==> config.mk <==
export PLATFORM = sky130hd
export DESIGN_NAME = spr_linebuf_ctrl
export DESIGN_NICKNAME = d
export VERILOG_FILES = /design/src/rtl/spr_pkg.sv /design/src/rtl/linebuf_ram.sv /design/src/rtl/spr_linebuf_ctrl.sv
export SDC_FILE = /design/constraint.sdc
export NUM_CORES = 2
export LEC_CHECK = 0
export ABC_CLOCK_PERIOD_IN_PS = 13700
export CAP_MARGIN = 20
export CELL_PAD_IN_SITES_DETAIL_PLACEMENT = 0
export CELL_PAD_IN_SITES_GLOBAL_PLACEMENT = 2
export CORE_MARGIN = 8
export CORE_UTILIZATION = 50
export CTS_CLUSTER_DIAMETER = 80
export DETAILED_ROUTE_END_ITERATION = 10
export PLACE_DENSITY = 0.85
export SYNTH_ARGS = -nofsm -noshare
export SYNTH_HDL_FRONTEND = slang
export SYNTH_SLANG_ARGS = --single-unit
==> constraint.sdc <==
create_clock -name clk -period 13.7 [get_ports clk]
set_input_delay 1.37 -clock clk [delete_from_list [all_inputs] [get_ports clk]]
set_output_delay 1.37 -clock clk [all_outputs]
set_load 0.005 [all_outputs]
==> src/rtl/spr_pkg.sv <==
// Shared definitions for the Alpha68k sprite line-buffer path: widths, the
// transparent pixel code, the scheduler FSM states and priming depth.
package spr_pkg;

    localparam int W_X_DEF  = 8;
    localparam int W_C_DEF  = 8;
    localparam int C_TRANSP = 0;

    // Two swaps after reset before a display buffer holds rendered data.
    localparam logic [1:0] PRIME_FULL = 2'd2;

    typedef enum logic {
        RUN,
        SWAP
    } state_t;

    function automatic logic [1:0] prime_step(input logic [1:0] cnt);
        return (cnt == PRIME_FULL) ? cnt : cnt + 2'd1;
    endfunction

endpackage

==> src/rtl/linebuf_ram.sv <==
// Single-port synchronous line buffer. One access per cycle; a write returns
// the previous contents, so the display side reads and clears in one access.
module linebuf_ram
    import spr_pkg::*;
#(
    parameter int W_X = W_X_DEF,
    parameter int W_C = W_C_DEF
) (
    input  logic           clk,
    input  logic           en,
    input  logic           we,
    input  logic [W_X-1:0] addr,
    input  logic [W_C-1:0] wdata,
    output logic [W_C-1:0] rdata
);

    localparam int DEPTH = 1 << W_X;

    logic [W_C-1:0] mem [DEPTH];

    // NOTE: the array and its read register have no reset; a RAM macro cannot
    // be cleared in one cycle, and stale contents are masked by priming.
    // NOTE: sequential state is always written with <= so every flop samples
    // values from before the edge, independent of statement order.
    always_ff @(posedge clk) begin
        if (en) begin
            rdata <= mem[addr];
            if (we) begin
                mem[addr] <= wdata;
            end
        end
    end

endmodule

==> src/rtl/spr_linebuf_ctrl.sv <==
// Sprite line-buffer scheduler: ping-pongs two line buffers each scanline,
// filling one from the sprite engine while reading out and clearing the other.
module spr_linebuf_ctrl
    import spr_pkg::*;
#(
    parameter int W_X = W_X_DEF,
    parameter int W_C = W_C_DEF
) (
    input  logic           clk,
    input  logic           nRESET,
    input  logic           ce_pix,
    input  logic           line_start,
    input  logic           hflip,
    input  logic           rend_valid,
    output logic           rend_ready,
    input  logic [W_X-1:0] rend_x,
    input  logic [W_C-1:0] rend_c,
    input  logic           rend_done,
    output logic [W_C-1:0] pix_out,
    output logic           pix_valid,
    output logic           bflip,
    output logic           rend_late,
    input  logic           late_clr
);

    state_t         state;
    state_t         state_nxt;
    logic           swap;
    logic           active_q;
    logic           hflip_s;
    logic           flip_q;
    logic           done_q;
    logic           disp_act;
    logic           clr_pend;
    logic           rd_valid;
    logic [W_X-1:0] disp_x;
    logic [1:0]     prime_cnt;

    logic           rend_wr;
    logic           disp_rd;
    logic [W_X-1:0] rend_addr;

    logic           a_en;
    logic           b_en;
    logic [W_X-1:0] a_addr;
    logic [W_X-1:0] b_addr;
    logic [W_C-1:0] a_wdata;
    logic [W_C-1:0] b_wdata;
    logic [W_C-1:0] a_rdata;
    logic [W_C-1:0] b_rdata;
    logic [W_C-1:0] disp_rdata;

    always_ff @(posedge clk or negedge nRESET) begin
        if (!nRESET) begin
            state <= RUN;
        end else begin
            state <= state_nxt;
        end
    end

    // NOTE: every output of this block gets a default first, so no path
    // leaves a variable unassigned and no latch is inferred.
    always_comb begin
        state_nxt  = state;
        rend_ready = 1'b0;
        swap       = 1'b0;
        case (state)
            RUN: begin
                rend_ready = active_q;
                if (line_start) begin
                    state_nxt = SWAP;
                end
            end
            SWAP: begin
                swap      = 1'b1;
                state_nxt = RUN;
            end
        endcase
    end

    assign rend_wr   = rend_valid && rend_ready && (rend_c != W_C'(C_TRANSP));
    assign rend_addr = flip_q ? ~rend_x : rend_x;
    assign disp_rd   = ce_pix && disp_act && (state == RUN) && !line_start;

    always_ff @(posedge clk or negedge nRESET) begin
        if (!nRESET) begin
            active_q  <= 1'b0;
            hflip_s   <= 1'b0;
            flip_q    <= 1'b0;
            bflip     <= 1'b0;
            done_q    <= 1'b0;
            rend_late <= 1'b0;
            disp_act  <= 1'b0;
            disp_x    <= '0;
            clr_pend  <= 1'b0;
            rd_valid  <= 1'b0;
            prime_cnt <= '0;
            pix_valid <= 1'b0;
            pix_out   <= '0;
        end else begin
            active_q <= 1'b1;
            clr_pend <= disp_rd;
            rd_valid <= clr_pend;

            if (line_start) begin
                hflip_s <= hflip;
            end

            // Read-and-clear access has just completed: advance the beam.
            if (clr_pend) begin
                disp_x <= disp_x + 1'b1;
                if (disp_x == '1) begin
                    disp_act <= 1'b0;
                end
            end

            if (rend_done) begin
                done_q <= 1'b1;
            end
            if (late_clr) begin
                rend_late <= 1'b0;
            end

            // Later assignments win: the swap overrides the beam and the done
            // flag, and a late condition overrides late_clr.
            if (swap) begin
                bflip     <= ~bflip;
                flip_q    <= hflip_s;
                disp_x    <= '0;
                disp_act  <= 1'b1;
                prime_cnt <= prime_step(prime_cnt);
                done_q    <= 1'b0;
                if (!done_q) begin
                    rend_late <= 1'b1;
                end
            end

            pix_valid <= rd_valid && (prime_cnt == PRIME_FULL);
            pix_out   <= (rd_valid && (prime_cnt == PRIME_FULL)) ? disp_rdata : '0;
        end
    end

    // bflip = 0: buffer A displays, buffer B renders.
    assign a_en       = bflip ? rend_wr : clr_pend;
    assign a_addr     = bflip ? rend_addr : disp_x;
    assign a_wdata    = bflip ? rend_c : '0;
    assign b_en       = bflip ? clr_pend : rend_wr;
    assign b_addr     = bflip ? disp_x : rend_addr;
    assign b_wdata    = bflip ? '0 : rend_c;
    assign disp_rdata = bflip ? b_rdata : a_rdata;

    linebuf_ram #(
        .W_X (W_X),
        .W_C (W_C)
    ) u_ram_a (
        .clk   (clk),
        .en    (a_en),
        .we    (1'b1),
        .addr  (a_addr),
        .wdata (a_wdata),
        .rdata (a_rdata)
    );

    linebuf_ram #(
        .W_X (W_X),
        .W_C (W_C)
    ) u_ram_b (
        .clk   (clk),
        .en    (b_en),
        .we    (1'b1),
        .addr  (b_addr),
        .wdata (b_wdata),
        .rdata (b_rdata)
    );

endmodule

==> flow_summary.toml <==
[status]
status = "completed"

[worst_setup_path]
required_ns = 14.37
rrSetupSlack_ns = 7.65
reg2reg_from = "bflip"
r2r_cells = 10
timing.critical_path.cells = "buf_4 -> o21ai_0 -> o21ai_4 -> buf_4 -> buf_4 -> buf_4 -> a21oi_1 -> o41ai_1 -> a41oi_1 -> or4_1"
critPathLaunchType = "flop"
slowest_stage = "dfrtp_4"
path_class = "flop to flop"
worstPathArrival_ns = 6.72
worst_setup_path_end_kind = "flop"
crit_buf_inv = 4
crit_top_cell = "buf_4"
crit_family = "buffers and inverters"
crit_fanout = 63
slowest_delay_ns = 1.02
worst_r2r_endpoint = "u_ram_b.rdata[0]"

[synth]
seq_area_frac_synth_pct = 80.55
synth_edf_count = 4112
ys_seq_elements = 4141
syn-instance-count = 9026
netlist_area_um2 = 154200
synthArstFlopShare_pct = 0.7003
syn_nets = 9052
syn_avg_cell_area_um2 = 17.08
synth_flop_cell = "edfxtp_1"
synth_cell_types = 47
yosysWarningCount = 0

[route]
routed_wl_um = 418300
vias = 88080
drt_iter0_drc = 12410
firstDrtPassIters = 9
drc_errors = 0
via_per_inst = 6.554
ant_nets = 0
wl_per_cell_um = 31.13

[floorplanning]
ios = 36
core_area_um2 = 307800
num_rows = 204
start_util_pct = 50.09
die_h_um = 571.3
die_w_um = 571.3
dieArea_um2 = 326400

[placed_design]
pre_cts_ws_ns = 6.842
io_buffers = 35
gp_congestion = 0.8547
dp_hpwl_um = 235000
placed_area_um2 = 158600

[min_path]
hp-start = "done_q"
hold_depth = 1
holdPathEnd = "rend_late"
hp-class = "flop to flop"

[cts]
htreeDepth = 5
numCtsBuffers = 404
clk_latency_ns = 0.98
clock_sinks = 4141
cts.clk_slew.worst_paths_ns = 0.06
cts.hold.buffers_added = 0
ctsResizeCount = 0
root_buffer = "clkbuf_16"
clockBufferDepth = 4
cts_setup_buffers = 0
cts_tree = "built"

[sta]
fin_crit_sh_pct = 44.17
finalHoldViolCount = 0
skew_ns = 0.06379
finalSetupTns_ns = 0
drv_slew = 0
worst_pin_slew_ns = 1.439
fin_crit_ns = 6.052
fin_ws_ns = 7.648
slew_headroom_pct = 4.065
timing.fmax_ghz = 0.1652
rsz0062_at_grt = "no"
setup_viol = 0

[power_and_ir_drop]
pwr-share-seq_pct = 42.3
power_switching_share_pct = 34.13
power_density_nw_per_um2 = 209.5
p_int_mw = 23.73
p_leak_nw = 53.04
netSwitchingPower_mw = 12.30
ir_drop_uv = 260.7
p_clk_share_pct = 30.6
power_mw = 36.02
combPwrFrac_pct = 27.0

[global_routing]
grt.total_usage_pct = 24.74
grt_overflow_total = 0
grt_pass1_vias = 85200
grt_max_degree = 212
grt_pass1_wl_um = 600600
antenna_found_initial = 31

[layout]
n_fill_cell = 23330
syn2layout_area_growth_pct = 11.51
drive_above_1_share_pct = 8.774
fin_nets = 8978
final_cell_mix = "4,112 x edfxtp_1, 2,048 x a22oi_1, 1,032 x a21oi_1"
mostFrequentLayoutCell = "edfxtp_1"
design_area_um2 = 171900

[run]
maxCapViolations = 0
## through the flow
step	cells	hold slack [ns]	utilization, %
after global placement	12650	0.4590	51.50
after CTS	13410	0.4665	55.81
final	13440	0.4668	55.85
after global routing	13430	0.4885	55.85
after floorplan	9026	0.3519	-
after detailed placement	12660	0.4540	51.51
## cells by family (layout without fill, tap and decap cells)
logic type,after synthesis,count (layout),share of synthesized area (%)
mux,18,18,0.1193
other cells,1,19,0.002432
fa+ha+maj,2,2,0.01623
xor+xnor,6,6,0.03408
flops,4141,4141,80.55
buf+inv,696,970,1.995
compound gates,3456,3456,15.38
simple gates,706,706,1.904
## state kept, by name (all words and copies together), names as in the netlist, 2 cells and up
register / count
u_ram_a.rdata: 8
u_ram_a.mem: 2048
pix_out: 8
prime_cnt: 2
u_ram_b.rdata: 8
u_ram_b.mem: 2048
disp_x: 8
## per-layer routing
metal  part of all wire (%)  routed length (µm)  vias up  global-route usage [%]
li1                       -                   -    37240                       -
met1                     39              164800    45120                   34.91
met2                     47              195500     5004                   38.51
met3                     10               42600      702                   5.139
met4                    3.7               15340        8                   8.926
met5                  0.011                  45        -                       0
## power by group through the flow
stage                     clock network [mW]  logic (mW)  registers [mW]
after floorplan                            0        5.78            15.7
after global placement                     0        9.46            15.5
after detailed placement                   0        9.60            15.5
after CTS                               11.1        9.63            15.2
after global routing                    11.6        10.3            15.2
final                                   11.0        9.74            15.2
## synth_stat cells, drive strengths merged (8+ instances only)
cell	count	area share [%]
edfxtp	4112	80
a22oi	2048	10
a21oi	1042	3.4
nor2	536	1.3
clkbuf	351	0.85
buf	339	1.1
o41ai	256	1.5
a41oi	64	0.36
nand2	61	0.15
nand2b	30	0.12
dfrtp	29	0.47
o21ai	25	0.084
or4	16	0.078
mux2i	15	0.097
nand3	15	0.049
and2	13	0.053
nor2b	13	0.054
o21a	10	0.049
a222oi	8	0.052
## how the worst max path moves through the flow
stage / startpoint / endpoint / slack (ns) / cells past startpoint
2_1_floorplan: bflip / u_ram_b.mem[0][0] / 4.35 / 8
3_3_place_gp: rend_x[2] / u_ram_a.rdata[1] / 6.89 / 10
3_5_place_dp: rend_x[2] / u_ram_b.rdata[0] / 6.84 / 11
4_1_cts: bflip / u_ram_b.rdata[0] / 7.63 / 10
5_1_grt: bflip / u_ram_a.rdata[4] / 7.41 / 10
6_report: bflip / u_ram_b.rdata[0] / 7.65 / 10
## cell type report
cell class / instances / area (µm²) / share of cell area (%)
multi-input cells: 4189 / 27290 / 15.87
diodes: 18 / 45.04 / 0.02620
well taps: 4120 / 5155 / 2.998
repair buffers: 210 / 1988 / 1.156
clock inverters: 244 / 2577 / 1.499
flip-flops and latches: 4141 / 124200 / 72.24
inverters: 6 / 22.52 / 0.01310
clock buffers: 510 / 10640 / 6.190
Power figures use the tool's default switching activity.
